$ cat src/rtl/gb80_pkg.sv
// gb80 shared types and constants.
// Fetch state encodings, open-bus byte, machine-cycle length.
package gb80_pkg;

  typedef enum logic [2:0] {
    S_IDLE = 3'd0,
    S_ADDR = 3'd1,
    S_READ = 3'd2,
    S_WAIT = 3'd3,
    S_DONE = 3'd4
  } fetch_state_t;

  localparam logic [7:0] OPEN_BUS_BYTE = 8'hFF;
  localparam int T_STATES = 4;

endpackage

$ cat src/rtl/fetch_unit_if.sv
// fetch_unit decoder-side and memory-side signals.
// master = fetch unit, slave = decoder/bus environment.
interface fetch_unit_if #(
  parameter int DATA_WIDTH = 8,
  parameter int PC_WIDTH = 16
) ();

  logic                  i_mem_rd_en;
  logic                  i_pc_load;
  logic [PC_WIDTH-1:0]   i_pc_load_val;
  logic [DATA_WIDTH-1:0] o_data;
  logic                  o_data_valid;
  logic                  o_busy;
  logic [PC_WIDTH-1:0]   o_pc;
  logic [PC_WIDTH-1:0]   o_bus_addr;
  logic                  o_bus_rd;
  logic [DATA_WIDTH-1:0] i_bus_data;
  logic                  i_bus_ack;
  logic                  o_bus_err;

  modport master (
    input  i_mem_rd_en, i_pc_load, i_pc_load_val,
    input  i_bus_data, i_bus_ack,
    output o_data, o_data_valid, o_busy, o_pc,
    output o_bus_addr, o_bus_rd, o_bus_err
  );

  modport slave (
    output i_mem_rd_en, i_pc_load, i_pc_load_val,
    output i_bus_data, i_bus_ack,
    input  o_data, o_data_valid, o_busy, o_pc,
    input  o_bus_addr, o_bus_rd, o_bus_err
  );

endinterface

$ cat src/rtl/fetch_unit_pc_reg.sv
// Program counter: load beats increment.
// Increment wraps modulo 2^PC_WIDTH.
module pc_reg #(
  parameter int PC_WIDTH = 16,
  parameter logic [PC_WIDTH-1:0] RESET_PC = '0
) (
  input  logic                i_clk,
  input  logic                i_reset_n,
  input  logic                i_load,
  input  logic [PC_WIDTH-1:0] i_load_val,
  input  logic                i_inc,
  output logic [PC_WIDTH-1:0] o_pc
);

  // PC update: jump load first, then sequential advance
  always_ff @(posedge i_clk or negedge i_reset_n) begin
    if (!i_reset_n) begin
      o_pc <= RESET_PC;
    end else if (i_load) begin
      o_pc <= i_load_val;
    end else if (i_inc) begin
      o_pc <= o_pc + PC_WIDTH'(1);
    end
  end

endmodule

$ cat src/rtl/fetch_unit.sv
// gb80 bus-side byte fetcher: one byte per machine cycle.
// T1 addr, T2 read, T3 wait states, T4 deliver.
module fetch_unit
  import gb80_pkg::*;
#(
  parameter int DATA_WIDTH = 8,
  parameter int PC_WIDTH = 16,
  parameter logic [PC_WIDTH-1:0] RESET_PC = 16'h0000,
  parameter int MAX_WAIT = 15
) (
  input logic          i_clk,
  input logic          i_reset_n,
  fetch_unit_if.master fu
);

  fetch_state_t state_q, state_d;
  logic pending_q, pending_d;
  logic [7:0] wait_q, wait_d;
  logic timeout;
  logic skip_inc_q;
  logic in_fetch;
  logic pc_inc;
  logic [PC_WIDTH-1:0] pc;

  logic [DATA_WIDTH-1:0] data_q;
  logic valid_q, err_q, busy_q, rd_q;
  logic [PC_WIDTH-1:0] addr_q;

  assign in_fetch = (state_q == S_ADDR) ||
                    (state_q == S_READ) ||
                    (state_q == S_WAIT);
  assign pc_inc = (state_q == S_DONE) && !skip_inc_q;

  pc_reg #(
    .PC_WIDTH(PC_WIDTH),
    .RESET_PC(RESET_PC)
  ) u_pc (
    .i_clk     (i_clk),
    .i_reset_n (i_reset_n),
    .i_load    (fu.i_pc_load),
    .i_load_val(fu.i_pc_load_val),
    .i_inc     (pc_inc),
    .o_pc      (pc)
  );

  // Next state, wait-state counting and timeout detection
  always_comb begin
    state_d = state_q;
    wait_d  = wait_q;
    timeout = 1'b0;
    unique case (state_q)
      S_IDLE: begin
        if (fu.i_mem_rd_en || pending_q) state_d = S_ADDR;
      end
      S_ADDR: begin
        state_d = S_READ;
        wait_d  = '0;
      end
      S_READ: state_d = S_WAIT;
      S_WAIT: begin
        if (fu.i_bus_ack) begin
          state_d = S_DONE;
        end else if (wait_q == 8'(MAX_WAIT)) begin
          state_d = S_DONE;
          timeout = 1'b1;
        end else begin
          wait_d = wait_q + 8'd1;
        end
      end
      S_DONE: state_d = pending_q ? S_ADDR : S_IDLE;
      default: state_d = S_IDLE;
    endcase
  end

  // One-deep request queue: later strobes are dropped
  always_comb begin
    pending_d = pending_q;
    if (state_q != S_IDLE && fu.i_mem_rd_en && !pending_q) begin
      pending_d = 1'b1;
    end else if (state_d == S_ADDR) begin
      pending_d = 1'b0;
    end
  end

  // State, queue and counter registers
  always_ff @(posedge i_clk or negedge i_reset_n) begin
    if (!i_reset_n) begin
      state_q   <= S_IDLE;
      pending_q <= 1'b0;
      wait_q    <= '0;
    end else begin
      state_q   <= state_d;
      pending_q <= pending_d;
      wait_q    <= wait_d;
    end
  end

  // A jump mid-fetch replaces the T4 increment
  always_ff @(posedge i_clk or negedge i_reset_n) begin
    if (!i_reset_n) begin
      skip_inc_q <= 1'b0;
    end else if (state_q == S_DONE) begin
      skip_inc_q <= 1'b0;
    end else if (fu.i_pc_load && in_fetch) begin
      skip_inc_q <= 1'b1;
    end
  end

  // Registered bus and decoder outputs
  always_ff @(posedge i_clk or negedge i_reset_n) begin
    if (!i_reset_n) begin
      data_q  <= '0;
      valid_q <= 1'b0;
      err_q   <= 1'b0;
      busy_q  <= 1'b0;
      rd_q    <= 1'b0;
      addr_q  <= RESET_PC;
    end else begin
      valid_q <= (state_d == S_DONE);
      err_q   <= timeout;
      busy_q  <= (state_d != S_IDLE);
      rd_q    <= (state_d == S_READ) || (state_d == S_WAIT);
      if (state_q == S_ADDR) addr_q <= pc;
      if (state_q == S_WAIT && state_d == S_DONE) begin
        data_q <= timeout ? DATA_WIDTH'(OPEN_BUS_BYTE)
                          : fu.i_bus_data;
      end
    end
  end

  assign fu.o_data       = data_q;
  assign fu.o_data_valid = valid_q;
  assign fu.o_bus_err    = err_q;
  assign fu.o_busy       = busy_q;
  assign fu.o_bus_rd     = rd_q;
  assign fu.o_bus_addr   = addr_q;
  assign fu.o_pc         = pc;

endmodule

$ cat src/flat_wrapper.sv
// flat-port wrapper written by rule: the top's interface ports become plain ports
module fetch_unit_flat import gb80_pkg::*;
#(
  parameter int DATA_WIDTH = 8,
  parameter int PC_WIDTH = 16,
  parameter logic [PC_WIDTH-1:0] RESET_PC = 16'h0000,
  parameter int MAX_WAIT = 15
)
  (i_clk, i_reset_n, fu_i_mem_rd_en, fu_i_pc_load, fu_i_pc_load_val, fu_i_bus_data, fu_i_bus_ack, fu_o_data, fu_o_data_valid, fu_o_busy, fu_o_pc, fu_o_bus_addr, fu_o_bus_rd, fu_o_bus_err);
  fetch_unit_if #(.DATA_WIDTH(DATA_WIDTH), .PC_WIDTH(PC_WIDTH)) fu_i ();
  input logic i_clk;
  input logic i_reset_n;
  input wire logic [$bits(fu_i.i_mem_rd_en)-1:0] fu_i_mem_rd_en;
  input wire logic [$bits(fu_i.i_pc_load)-1:0] fu_i_pc_load;
  input wire logic [$bits(fu_i.i_pc_load_val)-1:0] fu_i_pc_load_val;
  input wire logic [$bits(fu_i.i_bus_data)-1:0] fu_i_bus_data;
  input wire logic [$bits(fu_i.i_bus_ack)-1:0] fu_i_bus_ack;
  output wire logic [$bits(fu_i.o_data)-1:0] fu_o_data;
  output wire logic [$bits(fu_i.o_data_valid)-1:0] fu_o_data_valid;
  output wire logic [$bits(fu_i.o_busy)-1:0] fu_o_busy;
  output wire logic [$bits(fu_i.o_pc)-1:0] fu_o_pc;
  output wire logic [$bits(fu_i.o_bus_addr)-1:0] fu_o_bus_addr;
  output wire logic [$bits(fu_i.o_bus_rd)-1:0] fu_o_bus_rd;
  output wire logic [$bits(fu_i.o_bus_err)-1:0] fu_o_bus_err;
  assign fu_i.i_mem_rd_en = fu_i_mem_rd_en;
  assign fu_i.i_pc_load = fu_i_pc_load;
  assign fu_i.i_pc_load_val = fu_i_pc_load_val;
  assign fu_i.i_bus_data = fu_i_bus_data;
  assign fu_i.i_bus_ack = fu_i_bus_ack;
  assign fu_o_data = fu_i.o_data;
  assign fu_o_data_valid = fu_i.o_data_valid;
  assign fu_o_busy = fu_i.o_busy;
  assign fu_o_pc = fu_i.o_pc;
  assign fu_o_bus_addr = fu_i.o_bus_addr;
  assign fu_o_bus_rd = fu_i.o_bus_rd;
  assign fu_o_bus_err = fu_i.o_bus_err;
  fetch_unit #(.DATA_WIDTH(DATA_WIDTH), .PC_WIDTH(PC_WIDTH), .RESET_PC(RESET_PC), .MAX_WAIT(MAX_WAIT)) u_core (.i_clk(i_clk), .i_reset_n(i_reset_n), .fu(fu_i));
endmodule
$ cat config.mk
export PLATFORM = sky130hd
export DESIGN_NAME = fetch_unit_flat
export DESIGN_NICKNAME = d
export VERILOG_FILES = /design/src/rtl/gb80_pkg.sv /design/src/rtl/fetch_unit_if.sv /design/src/rtl/fetch_unit_pc_reg.sv /design/src/rtl/fetch_unit.sv /design/src/flat_wrapper.sv
export SDC_FILE = /design/constraint.sdc
export NUM_CORES = 1
export LEC_CHECK = 0
export CAP_MARGIN = 5
export CORE_MARGIN = 3
export CORE_UTILIZATION = 60
export DETAILED_ROUTE_END_ITERATION = 10
export DONT_BUFFER_PORTS = 1
export MAX_ROUTING_LAYER = met4
export PLACE_DENSITY = 0.8
export SETUP_SLACK_MARGIN = 0.5
export SLEW_MARGIN = 25
export SYNTH_ARGS = -nofsm -noshare
export SYNTH_HDL_FRONTEND = slang
export SYNTH_SLANG_ARGS = --single-unit
$ cat constraint.sdc
create_clock -name i_clk -period 7.4 [get_ports i_clk]
set_clock_uncertainty 0.1 [all_clocks]
set_input_delay 0.74 -clock i_clk [delete_from_list [all_inputs] [get_ports i_clk]]
set_output_delay 0.74 -clock i_clk [all_outputs]
set_load 0.02 [all_outputs]
; Word level (Yosys, flattened, before mapping)
; Cells that the tools add are included.
; W data, S select, Z words.
[word_totals]
in_bits = 29
regBits = 57
elab_cells = 61
[classes]
n_mux = 18
n_reduce_logical = 19
n_eq_ne = 11
addsub = 2
[op_table]
columns = cell, count
row1 = $mux W16, 2
row2 = $mux W8, 3
row3 = $add A16 B1 Y16 const B, 1
row4 = $pmux W8 S2, 1
row5 = $pmux W3 S5, 1
row6 = $eq A3 B2 Y1 const B, 4
row7 = $mux W3, 3
row8 = $add A8 B1 Y8 const B, 1
row9 = $eq A8 B4 Y1 const B, 1
row10 = $mux W1, 8
row11 = $reduce_bool A2 Y1, 4
row12 = $eq A3 B1 Y1 const B, 2
row13 = $eq A3 B3 Y1 const B, 2
row14 = $reduce_bool A3 Y1, 2
row15 = $logic_and A1 B1 Y1, 5
row16 = $logic_or A1 B1 Y1, 4
row17 = $ne A2 B2 Y1 const B, 2
row18 = $logic_not A3 Y1, 1
row19 = $reduce_and A3 Y1, 1
row20 = $logic_not A1 Y1, 2

; Depth between registers and ports, before layout
; Gate-level depths: netlist (run 1).
[logic_depth]
ltp_word = 7
mapped_depth = 7
depth_no_buf = 5

; Modules after synthesis
; Synthesis (run 1) repeated with hierarchy kept, for this count alone.
[unflattened]
cells_unflattened = 278
hier_area_um2 = 2700.1
[modules_own_cells]
columns = module, n_inst, seq_area_each_um2, cells_each, area_per_inst_um2
row1 = fetch_unit, 1, 1026.0, 179, 1756.7
row2 = pc_reg, 1, 400.4, 99, 943.4

; Least setup slack after synthesis (run 1)
; Ideal clock, no wire load.
[synth_path]
path_type = register to register
startpoint = register u_core.state_q[0]
endpoint = register u_core.u_pc.o_pc[10]
required_time_ps = 7218
arrival_ps = 2228
stages_incl_launch_ff = 8
n_path_buf = 3
slack_ps = 4990
cell_sequence = dfrtp_1 buf_6 or4b_1 buf_2 or4_1 buf_2 or3_1 a31oi_1
[synth_via]
elab_chain_cells = 3
[synth_rtl]
columns = element, line_no
row1 = start: declaration, fetch_unit.sv:16  ; fetch_state_t state_q, state_d;
row2 = start signal: assignment, fetch_unit.sv:92  ; state_q <= state_d;
row3 = $eq A3 B3 Y1, fetch_unit.sv:32  ; assign pc_inc = (state_q == S_DONE) && !skip_inc_q;
row4 = $logic_and A1 B1 Y1, fetch_unit.sv:32
row5 = $reduce_bool A2 Y1 (no source line), --
row6 = end signal: assignment, fetch_unit_pc_reg.sv:20  ; o_pc <= i_load_val;
row7 = end signal: assignment, fetch_unit_pc_reg.sv:22  ; o_pc <= o_pc + PC_WIDTH'(1);
row8 = end: declaration, fetch_unit_pc_reg.sv:12  ; output logic [PC_WIDTH-1:0] o_pc
; No other way between the ends.
; A chain may end at the register's enable or synchronous reset.

; Worst setup path after layout (run 1)
[layout_path]
startpoint = register u_core.state_q[1]
endpoint = register u_core.u_pc.o_pc[12]
; The elaborated chain is that of the path after synthesis.

==> impl_metrics.py, run 1 <==
metrics = {
    "final_layout": {
        "diodes": 0,
        "nFillCells": 322,
        "stdcell_count": 323,
        "seqCellArea_um2": 1430,
        "multi_input_area_um2": 1140,
        "drive_gt1_share_pct": 11.7,
        "area_delta_synth_final_pct": 9.07,
        "nNetsFinal": 299,
    },
    "placement": {
        "dp.cells": 306,
        "dp_hpwl_mm": 3.71,
        "routabilityCongestion": 0.858,
        "port_buffers": 0,
    },
    "synthesis": {
        "async_flop_share_pct": 100,
        "yosys-top-cells-count": "dfrtp_1 (57), o21ai_0 (40), nand2_1 (32)",
        "synth_cells": 269,
        "synth_cell_types": 41,
        "ys.flop_type": "dfrtp_1",
        "synth_edf_count": 0,
        "yosysSeqAreaShare_pct": 53.5,
        "synth_warnings": 0,
        "synth_seq_cells": 57,
        "synth_area_um2": 2660,
        "syn_avg_cell_area_um2": 9.90,
        "synth_top_area_share_pct": 53.5,
        "synth_area_leaders": "dfrtp_1 (54%), o21ai_0 (7.5%), mux2_2 (5.5%)",
        "synth_nets": 300,
        "synth_largest_area_cell": "dfrtp_1",
        "yosysMostFrequentCell": "dfrtp_1",
    },
    "clock_tree": {
        "cts_hold_buf": 1,
        "root_buffer": "clkbuf_8",
        "insertion_delay_ps": 320,
        "numCtsBuffers": 9,
        "path_clk_slew_ps": 60,
        "post_cts_buffers": 0,
        "cts_tree": "yes",
        "clockBufferDepth": 2,
        "h-tree-depth": 3,
        "cts_sinks": 57,
        "cts_resized": 0,
    },
    "detailed_routing": {
        "vias": 2019,
        "wl_per_cell_um": 17.3,
        "drtIter0Drc": 105,
        "dr.pass1.iters": 5,
        "viasPerCell": 6.25,
        "drc_errors": 0,
        "wl_mm": 5.58,
        "ant_nets": 0,
    },
    "pwr": {
        "power-per-cell-area_nw_per_um2": 397,
        "ir_drop_v": 0.000235,
        "p_total_uw": 1150,
        "power.static_leakage_uw": 0.00121,
    },
    "timing": {
        "period_share_pct": 36.6,
        "finalCriticalPeriod_ps": 2710,
        "hold_violations": 0,
        "rsz0062_at_grt": "no",
        "tns_ps": 0,
        "max_freq_ghz": 0.369,
        "worst_slew_pin_slew_ps": 978,
        "final-setup-viol-count": 0,
        "slew_headroom_pct": 33.9,
        "drv_slew": 0,
    },
    "critical_path": {
        "cp_max_fo": 14,
        "start_kind": "flip-flop",
        "crit_chain": "or4b_1, or4_1, or3_1, a31oi_1",
        "endpoint_kind": "flip-flop",
        "crit_type": "flip-flop to flip-flop",
        "slowest_delay_ps": 720,
        "critPathRequiredTime_ps": 7550,
        "slowest_stage": "or4b_1",
        "critPathArrivalTime_ps": 2860,
    },
    "grt": {
        "grt_start_max_net_pins": 58,
        "grt_pass1_wl_mm": 9.11,
        "grtUsageTotal_pct": 23.3,
        "antenna_found_initial": 0,
        "grt_overflow": 0,
        "grt_pass1_vias": 2007,
    },
    "run_status": {
        "status": "finished, final reports clean",
    },
    "floorplan": {
        "row_count": 23,
        "die_x_um": 72.6,
        "dieHeight_um": 72.6,
        "io_pins": 73,
        "die_area_um2": 5280,
        "start_util_pct": 64.3,
        "core_area_um2": 4140,
    },
    "flow_run": {
        "cap_violations": 0,
    },
    "hold_path": {
        "hp-class": "input pin to asynchronous set/reset pin",
    },
}
-- metrics by stage --
stage          hold slack, ps  utilization, %  area (um2)  setup slack, ps
6_report                  165            70.1        2910             4690
2_1_floorplan             344               -        2660             4990
3_5_place_dp              346            64.4        2670             4740
4_1_cts                   173            70.1        2910             4710
5_1_grt                   172            70.1        2910             4580
3_3_place_gp              347            64.4        2670             4840
-- cell usage in the layout (no fill, tap or decap), types with 2 or more instances in the layout --
cell      netlist  routed
nand2b_1        4       4
o31ai_1         2       2
nor2_1         19      19
clkbuf_1       10       2
or2_2           2       2
dfrtp_1        57      57
clkbuf_8        0      12
mux2i_1         4       4
nor4_1          4       4
inv_1           9       9
a21oi_1         7       7
or3_1           4       4
o211ai_1        2       2
or4_1           4       4
mux2_2         13      13
o21ai_0        40      40
xor2_1          3       3
nor2b_1         4       4
xnor2_1         5       5
nand4_1         6       6
ha_1            2       2
nand3_1         4       4
a31oi_1         4       4
nor3_1          9       9
nand2_1        32      32
-- power breakdown --
group | switching [uW] | internal, uW | total [uW] | leakage, uW
Combinational | 133 | 108 | 241 | 0.000415
Sequential | 198 | 415 | 613 | 0.000689
Clock | 116 | 183 | 299 | 0.000107
-- critical path: cells and delay by family, from the launching register on --
kind            cells  cell delay, ps
flops               1             540
simple gates        3            1810
compound gates      1             170
-- final timing paths --
check | startpoint | end | slack [ps] | cells past startpoint
max reg2reg | u_core.state_q[1] | u_core.u_pc.o_pc[12] | 4690 | 4
max | u_core.state_q[1] | u_core.u_pc.o_pc[12] | 4690 | 4
max in group asynchronous | i_reset_n | u_core.wait_q[0] | 6790 | 1
min | i_reset_n | u_core.fu.o_bus_addr[15] | 160 | 1
min in group i_clk | u_core.pending_q | u_core.pending_q | 400 | 1
min reg2reg | u_core.pending_q | u_core.pending_q | 400 | 1
-- flip-flops by register name, summed over array words and instances (netlist names) --
register                cells
u_core.u_pc.o_pc           16
u_core.fu.o_busy            1
u_core.fu.o_data_valid      1
u_core.state_q              3
u_core.fu.o_bus_addr       16
u_core.wait_q               8
u_core.skip_inc_q           1
u_core.fu.o_bus_err         1
u_core.fu.o_bus_rd          1
u_core.fu.o_data            8
u_core.pending_q            1
-- cell families after synthesis --
kind of cell | synth area share [%]
multiplexers | 7.00
adder cells (fa/ha/maj) | 0.939
AO/OA/AOI/OAI | 13.5
flip-flops | 53.5
buffers and inverters | 3.66
AND/OR/NAND/NOR | 18.7
XOR/XNOR | 2.63
-- area by class of cell --
class                           instances  area share, %
Sequential cell                        57           49.1
Tap cell                               50           2.15
Clock inverter                          2           1.21
Inverter                                9           1.16
Multi-Input combinational cell        189           39.2
Timing Repair Buffer                    2           1.21
Clock buffer                           14           5.94
-- per-layer routing --
metal | global-route usage [%] | routed length [um]
met4 | 11.5 | 123
met2 | 34.5 | 2750
met1 | 28.9 | 2310
met3 | 7.30 | 402
met5 | - | 0
Power figures use the tool's default switching activity.
==> run 2, diff against run 1 <==
clock period = 2.7 ns   (was 7.4 ns; I/O delays follow)
==> impl_metrics.py, run 2 (synthesis gave the netlist of run 1 again) <==
metrics = {
    "detailed_routing": {
        "wl_mm": 5.87,
        "wl_per_cell_um": 16.6,
        "drtIter0Drc": 157,
        "vias": 2139,
        "ant_nets": 0,
        "drc_errors": 0,
        "dr.pass1.iters": 4,
        "viasPerCell": 6.04,
    },
    "final_layout": {
        "nNetsFinal": 330,
        "stdcell_count": 354,
        "diodes": 0,
        "multi_input_area_um2": 1160,
        "final_util_pct": 78.0,
        "area_delta_synth_final_pct": 21.3,
        "drive_gt1_share_pct": 15.8,
        "nFillCells": 267,
        "final_cell_mix": "dfrtp_1 (55), o21ai_0 (40), nand2_1 (32), dlygate4sd3_1 (21), nor2_1 (19)",
        "final_common_cell": "dfrtp_1",
        "seqCellArea_um2": 1430,
    },
    "placement": {
        "place_ws_ps": 387,
        "dp.cells": 310,
        "port_buffers": 0,
        "routabilityCongestion": 0.814,
        "dp_hpwl_mm": 3.77,
    },
    "clock_tree": {
        "cts_tree": "yes",
        "clockBufferDepth": 2,
        "root_buffer": "clkbuf_8",
        "h-tree-depth": 3,
        "numCtsBuffers": 9,
        "insertion_delay_ps": 340,
        "cts_sinks": 57,
        "path_clk_slew_ps": 60,
    },
    "timing": {
        "drv_slew": 0,
        "max_freq_ghz": 0.454,
        "hold_ws_ps": 6.23,
        "finalCriticalPeriod_ps": 2200,
        "slew_headroom_pct": 53.3,
        "setup_slack_ps": 498,
        "rsz0062_at_grt": "yes",
        "worst_slew_pin_slew_ps": 698,
        "hold_violations": 0,
        "tns_ps": 0,
        "period_share_pct": 81.6,
        "final-setup-viol-count": 0,
    },
    "floorplan": {
        "start_util_pct": 64.3,
        "io_pins": 73,
        "core_area_um2": 4140,
        "die_area_um2": 5280,
        "die_x_um": 72.6,
        "row_count": 23,
        "dieHeight_um": 72.6,
    },
    "hold_path": {
        "hp-class": "input pin to flip-flop",
    },
    "pwr": {
        "power.share.clock_pct": 27.0,
        "p_comb_share_pct": 23.5,
        "power-per-cell-area_nw_per_um2": 1030,
        "power.static_leakage_uw": 0.00136,
        "ir_drop_v": 0.000791,
        "intPower_uw": 2060,
        "swShare_pct": 38.0,
        "p_seq_share_pct": 49.5,
        "power_switching_uw": 1260,
    },
    "critical_path": {
        "crit_type": "flip-flop to flip-flop",
        "start_kind": "flip-flop",
        "cp_max_fo": 7,
        "critPathRequiredTime_ps": 2860,
        "critPathArrivalTime_ps": 2360,
        "endpoint_kind": "flip-flop",
    },
    "grt": {
        "grt_pass1_wl_mm": 9.62,
        "grtUsageTotal_pct": 24.8,
        "antenna_found_initial": 0,
        "grt_start_max_net_pins": 58,
        "grt_pass1_vias": 2043,
        "grt_overflow": 0,
    },
    "run_status": {
        "status": "finished, final reports clean",
    },
    "flow_run": {
        "cap_violations": 0,
    },
}
==> run 2: changes by cell type in the layout (fill, tap and decap cells not counted), moves of 2 or more <==
cell	previous run	this run
buf_4	1	11
clkbuf_1	2	0
dfrtp_1	57	55
dfrtp_2	0	2
dlygate4sd3_1	0	21
==> run 2: final cells by class <==
class	instances	area share, %
clock inverters	5	2.40
well taps	50	1.94
repair buffers	33	9.91
flip-flops and latches	57	44.2
inverters	9	1.05
clock buffers	11	4.69
multi-input cells	189	35.8
==> run 2: final timing paths <==
path | start | end | slack [ps] | cells past startpoint
hold reg to reg | u_core.pending_q | u_core.pending_q | 400 | 1
hold / removal | fu_i_bus_data[3] | u_core.fu.o_data[3] | 6 | 2
setup / recovery | u_core.state_q[0] | u_core.u_pc.o_pc[10] | 500 | 4
min in group asynchronous | i_reset_n | u_core.fu.o_bus_err | 360 | 2
setup reg to reg | u_core.state_q[0] | u_core.u_pc.o_pc[10] | 500 | 4
max in group asynchronous | i_reset_n | u_core.state_q[2] | 1890 | 2
==> run 2: critical path: stages, from the launching register on <==
cell and delay [ps]:
dfrtp_2 420, or4b_4 540, or4_4 570, or3_1 340
a31oi_1 150
==> run 2: timing repair <==
item | in CTS | in global routing
endpoints found under the setup margin | 5 | 5
hold buffers | 22 | 0
gates resized for setup | 3 | 1
setup buffers | 1 | 5
pin swaps | 0 | 2
endpoints found under the hold margin | 77 | 0
==> run 2: power groups by stage <==
stage	clock, uW	sequential, uW	combinational (uW)
floorplan	0	1580	594
CTS	919	1650	755
global route	956	1690	879
finish	897	1640	780
detailed placement	0	1670	680
global placement	0	1660	653
==> run 2: stage by stage <==
stage          cell area [um2]  power [uW]
6_report                  3230        3320
5_1_grt                   3230        3520
4_1_cts                   3180        3330
3_5_place_dp              2700        2350
3_3_place_gp              2700        2310
2_1_floorplan             2680        2180
==> run 2: per-layer routing <==
metal / GRT usage, % / part of all wire, % / wire [um] / vias up
met1: 31.2 / 43 / 2540 / 1031
met2: 36.5 / 47 / 2750 / 78
met3: 9.37 / 7.5 / 438 / 15
li1: - / - / - / 1015
met4: 10.0 / 2.5 / 144 / 0
met5: - / 0 / 0 / -
==> run 3, diff against run 2 <==
CORE_UTILIZATION = 56   (was 60)
PLACE_DENSITY = 0.78   (was 0.8)
clock period = 1.79 ns   (was 2.7 ns; I/O delays follow)
==> impl_metrics.py, run 3 <==
metrics = {
    "run_status": {
        "status": "aborted with a tool error",
        "failing_step": "5_1_grt",
        "firstError": "[ERROR DPL-0033] detailed placement checks failed during check placement.",
    },
    "synthesis": {
        "yosys-top-cells-count": "dfrtp_1 (57), o21ai_0 (40), nand2_1 (32)",
        "synth_seq_cells": 57,
        "synth_warnings": 0,
        "synth_cell_types": 41,
        "synth_edf_count": 0,
        "async_flop_share_pct": 100,
        "syn_avg_cell_area_um2": 9.90,
        "synth_largest_area_cell": "dfrtp_1",
        "yosysSeqAreaShare_pct": 53.5,
        "ys.flop_type": "dfrtp_1",
        "synth_top_area_share_pct": 53.5,
        "synth_cells": 269,
        "synth_area_um2": 2660,
        "yosysMostFrequentCell": "dfrtp_1",
        "synth_nets": 300,
        "synth_area_leaders": "dfrtp_1 (54%), o21ai_0 (7.5%), mux2_2 (5.5%)",
    },
    "clock_tree": {
        "clockBufferDepth": 2,
        "root_buffer": "clkbuf_8",
        "h-tree-depth": 3,
        "numCtsBuffers": 9,
        "cts_sinks": 57,
    },
    "floorplan": {
        "dieHeight_um": 75.0,
        "die_x_um": 75.0,
        "start_util_pct": 59.5,
        "io_pins": 73,
        "row_count": 24,
    },
    "placement": {
        "port_buffers": 0,
        "routabilityCongestion": 0.803,
        "dp_hpwl_mm": 4.02,
    },
    "timing": {
        "timing.grt.repair.worst_endpoint": "u_core.u_pc.o_pc[12]$_DFFE_PN0P_/D",
        "worst-ep-kind": "register input",
    },
    "grt": {
        "antenna_found_initial": 1,
        "grt_start_max_net_pins": 58,
    },
}
run 3: cell counts after synthesis:
Identical to the previous run, type by type.
run 3: kinds of logic after synthesis:
logic type / count (synthesis) / synth area share, %
XOR/XNOR: 8 / 2.63
buffers and inverters: 23 / 3.66
adder cells (fa/ha/maj): 2 / 0.939
AND/OR/NAND/NOR: 99 / 18.7
AO/OA/AOI/OAI: 63 / 13.5
flip-flops: 57 / 53.5
multiplexers: 17 / 7.00
run 3: timing repair:
| item | CTS |
|---|---|
| hold endpoints to repair | 85 |
| gates cloned | 5 |
| endpoints found under the setup margin | 54 |
| resized for setup | 77 |
| pin swaps | 25 |
| buffers inserted | 18 |
| hold buffers | 14 |
run 3: through the flow:
stage                     util, %  setup slack [ps]  area [um2]  std cells
after floorplan                 -              -497        2800        269
after detailed placement     67.5              -349        3020        343
after CTS                    84.6              -316        3780        395
after global placement       67.5              -313        3020        343
==> run 4, diff against run 3 <==
CORE_UTILIZATION = 40   (was 56)
MAX_ROUTING_LAYER = not set   (was met4)
PLACE_DENSITY = not set   (was 0.78)
PLACE_DENSITY_LB_ADDON = 0.15   (was not set)
SETUP_SLACK_MARGIN = not set   (was 0.5)
clock period = 2.3 ns   (was 1.79 ns; I/O delays follow)
==> impl_metrics.py, run 4 (synthesis gave the netlist of run 1 again) <==
metrics = {
    "timing": {
        "worst_slew_pin_slew_ps": 756,
        "period_share_pct": 93.3,
        "tns_ps": 0,
        "slew_headroom_pct": 49.4,
        "drv_slew": 0,
        "final-setup-viol-count": 0,
        "hold_violations": 0,
        "hold_ws_ps": 16.0,
        "finalCriticalPeriod_ps": 2150,
        "rsz0062_at_grt": "no",
        "max_freq_ghz": 0.466,
    },
    "detailed_routing": {
        "ant_nets": 0,
        "viasPerCell": 5.39,
        "drtIter0Drc": 76,
        "dr.pass1.iters": 4,
        "wl_per_cell_um": 15.2,
        "vias": 2109,
        "wl_mm": 5.96,
        "drc_errors": 0,
    },
    "floorplan": {
        "dieHeight_um": 87.6,
        "row_count": 29,
        "die_area_um2": 7670,
        "start_util_pct": 41.7,
        "die_x_um": 87.6,
        "core_area_um2": 6390,
        "io_pins": 73,
    },
    "clock_tree": {
        "cts_sinks": 57,
        "cts_tree": "yes",
        "numCtsBuffers": 9,
        "root_buffer": "clkbuf_8",
        "insertion_delay_ps": 340,
        "path_clk_slew_ps": 60,
        "post_cts_buffers": 0,
        "clockBufferDepth": 2,
        "h-tree-depth": 3,
    },
    "grt": {
        "grtUsageTotal_pct": 16.6,
        "antenna_found_initial": 0,
        "grt_start_max_net_pins": 58,
        "grt_pass1_wl_mm": 9.80,
        "grt_pass1_vias": 2036,
        "grt_overflow": 0,
    },
    "final_layout": {
        "diodes": 0,
        "design_area_um2": 3310,
        "final_util_pct": 51.9,
        "nFillCells": 587,
        "drive_gt1_share_pct": 15.9,
        "nNetsFinal": 341,
        "final_cell_mix": "dfrtp_1 (57), o21ai_0 (40), nand2_1 (32), dlygate4sd3_1 (26), nor2_1 (19)",
        "final_common_cell": "dfrtp_1",
        "area_delta_synth_final_pct": 24.4,
    },
    "pwr": {
        "power-per-cell-area_nw_per_um2": 1150,
        "p_total_uw": 3810,
        "power.static_leakage_uw": 0.00140,
        "ir_drop_v": 0.000623,
    },
    "placement": {
        "port_buffers": 0,
        "place_area_um2": 2830,
        "routabilityCongestion": 0.746,
        "dp_hpwl_mm": 3.98,
    },
    "critical_path": {
        "critPathRequiredTime_ps": 2460,
        "critPathArrivalTime_ps": 2300,
        "cp_max_fo": 7,
        "start_kind": "flip-flop",
        "crit_type": "flip-flop to flip-flop",
        "endpoint_kind": "flip-flop",
    },
    "hold_path": {
        "hp-class": "input pin to flip-flop",
    },
    "flow_run": {
        "cap_violations": 0,
    },
    "run_status": {
        "status": "finished, final reports clean",
    },
}
==> run 4: per-layer routing <==
metal  global-route usage [%]  share of wire [%]  up-vias
li1                         -                  -     1037
met1                     22.4                 47     1013
met2                     24.1                 45       50
met3                     5.55                5.9        9
met4                     7.95                1.8        0
met5                        0                  0        -
==> run 4: repair_timing <==
action | 4_1_cts | 5_1_grt
hold endpoints to repair | 83 | 0
endpoints found under the setup margin | 0 | 1
gates resized for setup | 0 | 1
hold buffers | 27 | 0
==> run 4: final cells by class <==
class                      instances  area (um2)  share of cell area [%]
sequential                        57        1430                    43.0
multi-input combinational        189        1150                    34.6
timing repair buffer              44         415                    12.5
clock buffer                      12         155                    4.68
tap                               77        96.3                    2.91
clock inverter                     3        40.0                    1.21
inverter                           9        33.8                    1.02
==> run 4: final timing paths <==
path	start	end	slack, ps	cells past startpoint
setup / recovery	u_core.skip_inc_q	u_core.u_pc.o_pc[10]	150	4
hold reg to reg	u_core.pending_q	u_core.pending_q	400	1
hold / removal	fu_i_pc_load	u_core.u_pc.o_pc[13]	20	3
max in group asynchronous	i_reset_n	u_core.fu.o_bus_addr[2]	1540	2
min in group asynchronous	i_reset_n	u_core.fu.o_bus_addr[15]	310	2
setup reg to reg	u_core.skip_inc_q	u_core.u_pc.o_pc[10]	150	4
==> run 4: per-stage QoR <==
step	std cells	setup WS (ps)
after floorplan	269	12.9
after global placement	349	154
after detailed placement	349	94.6
after CTS	391	87.9
after global routing	391	55.6
final	391	154
==> run 4: worst max-delay path, cell delays in order (launching register included) <==
cell,delay (ps)
dfrtp_1,400
or4b_4,560
or4_4,550
or3_1,330
a31oi_1,130
==> run 4: power breakdown <==
part	switching [uW]	total (uW)	internal, uW	leakage [uW]
Combinational	528	984	456	0.000606
Sequential	554	1890	1340	0.000689
Clock	380	930	550	0.000102
Total	1460	3810	2340	0.00140
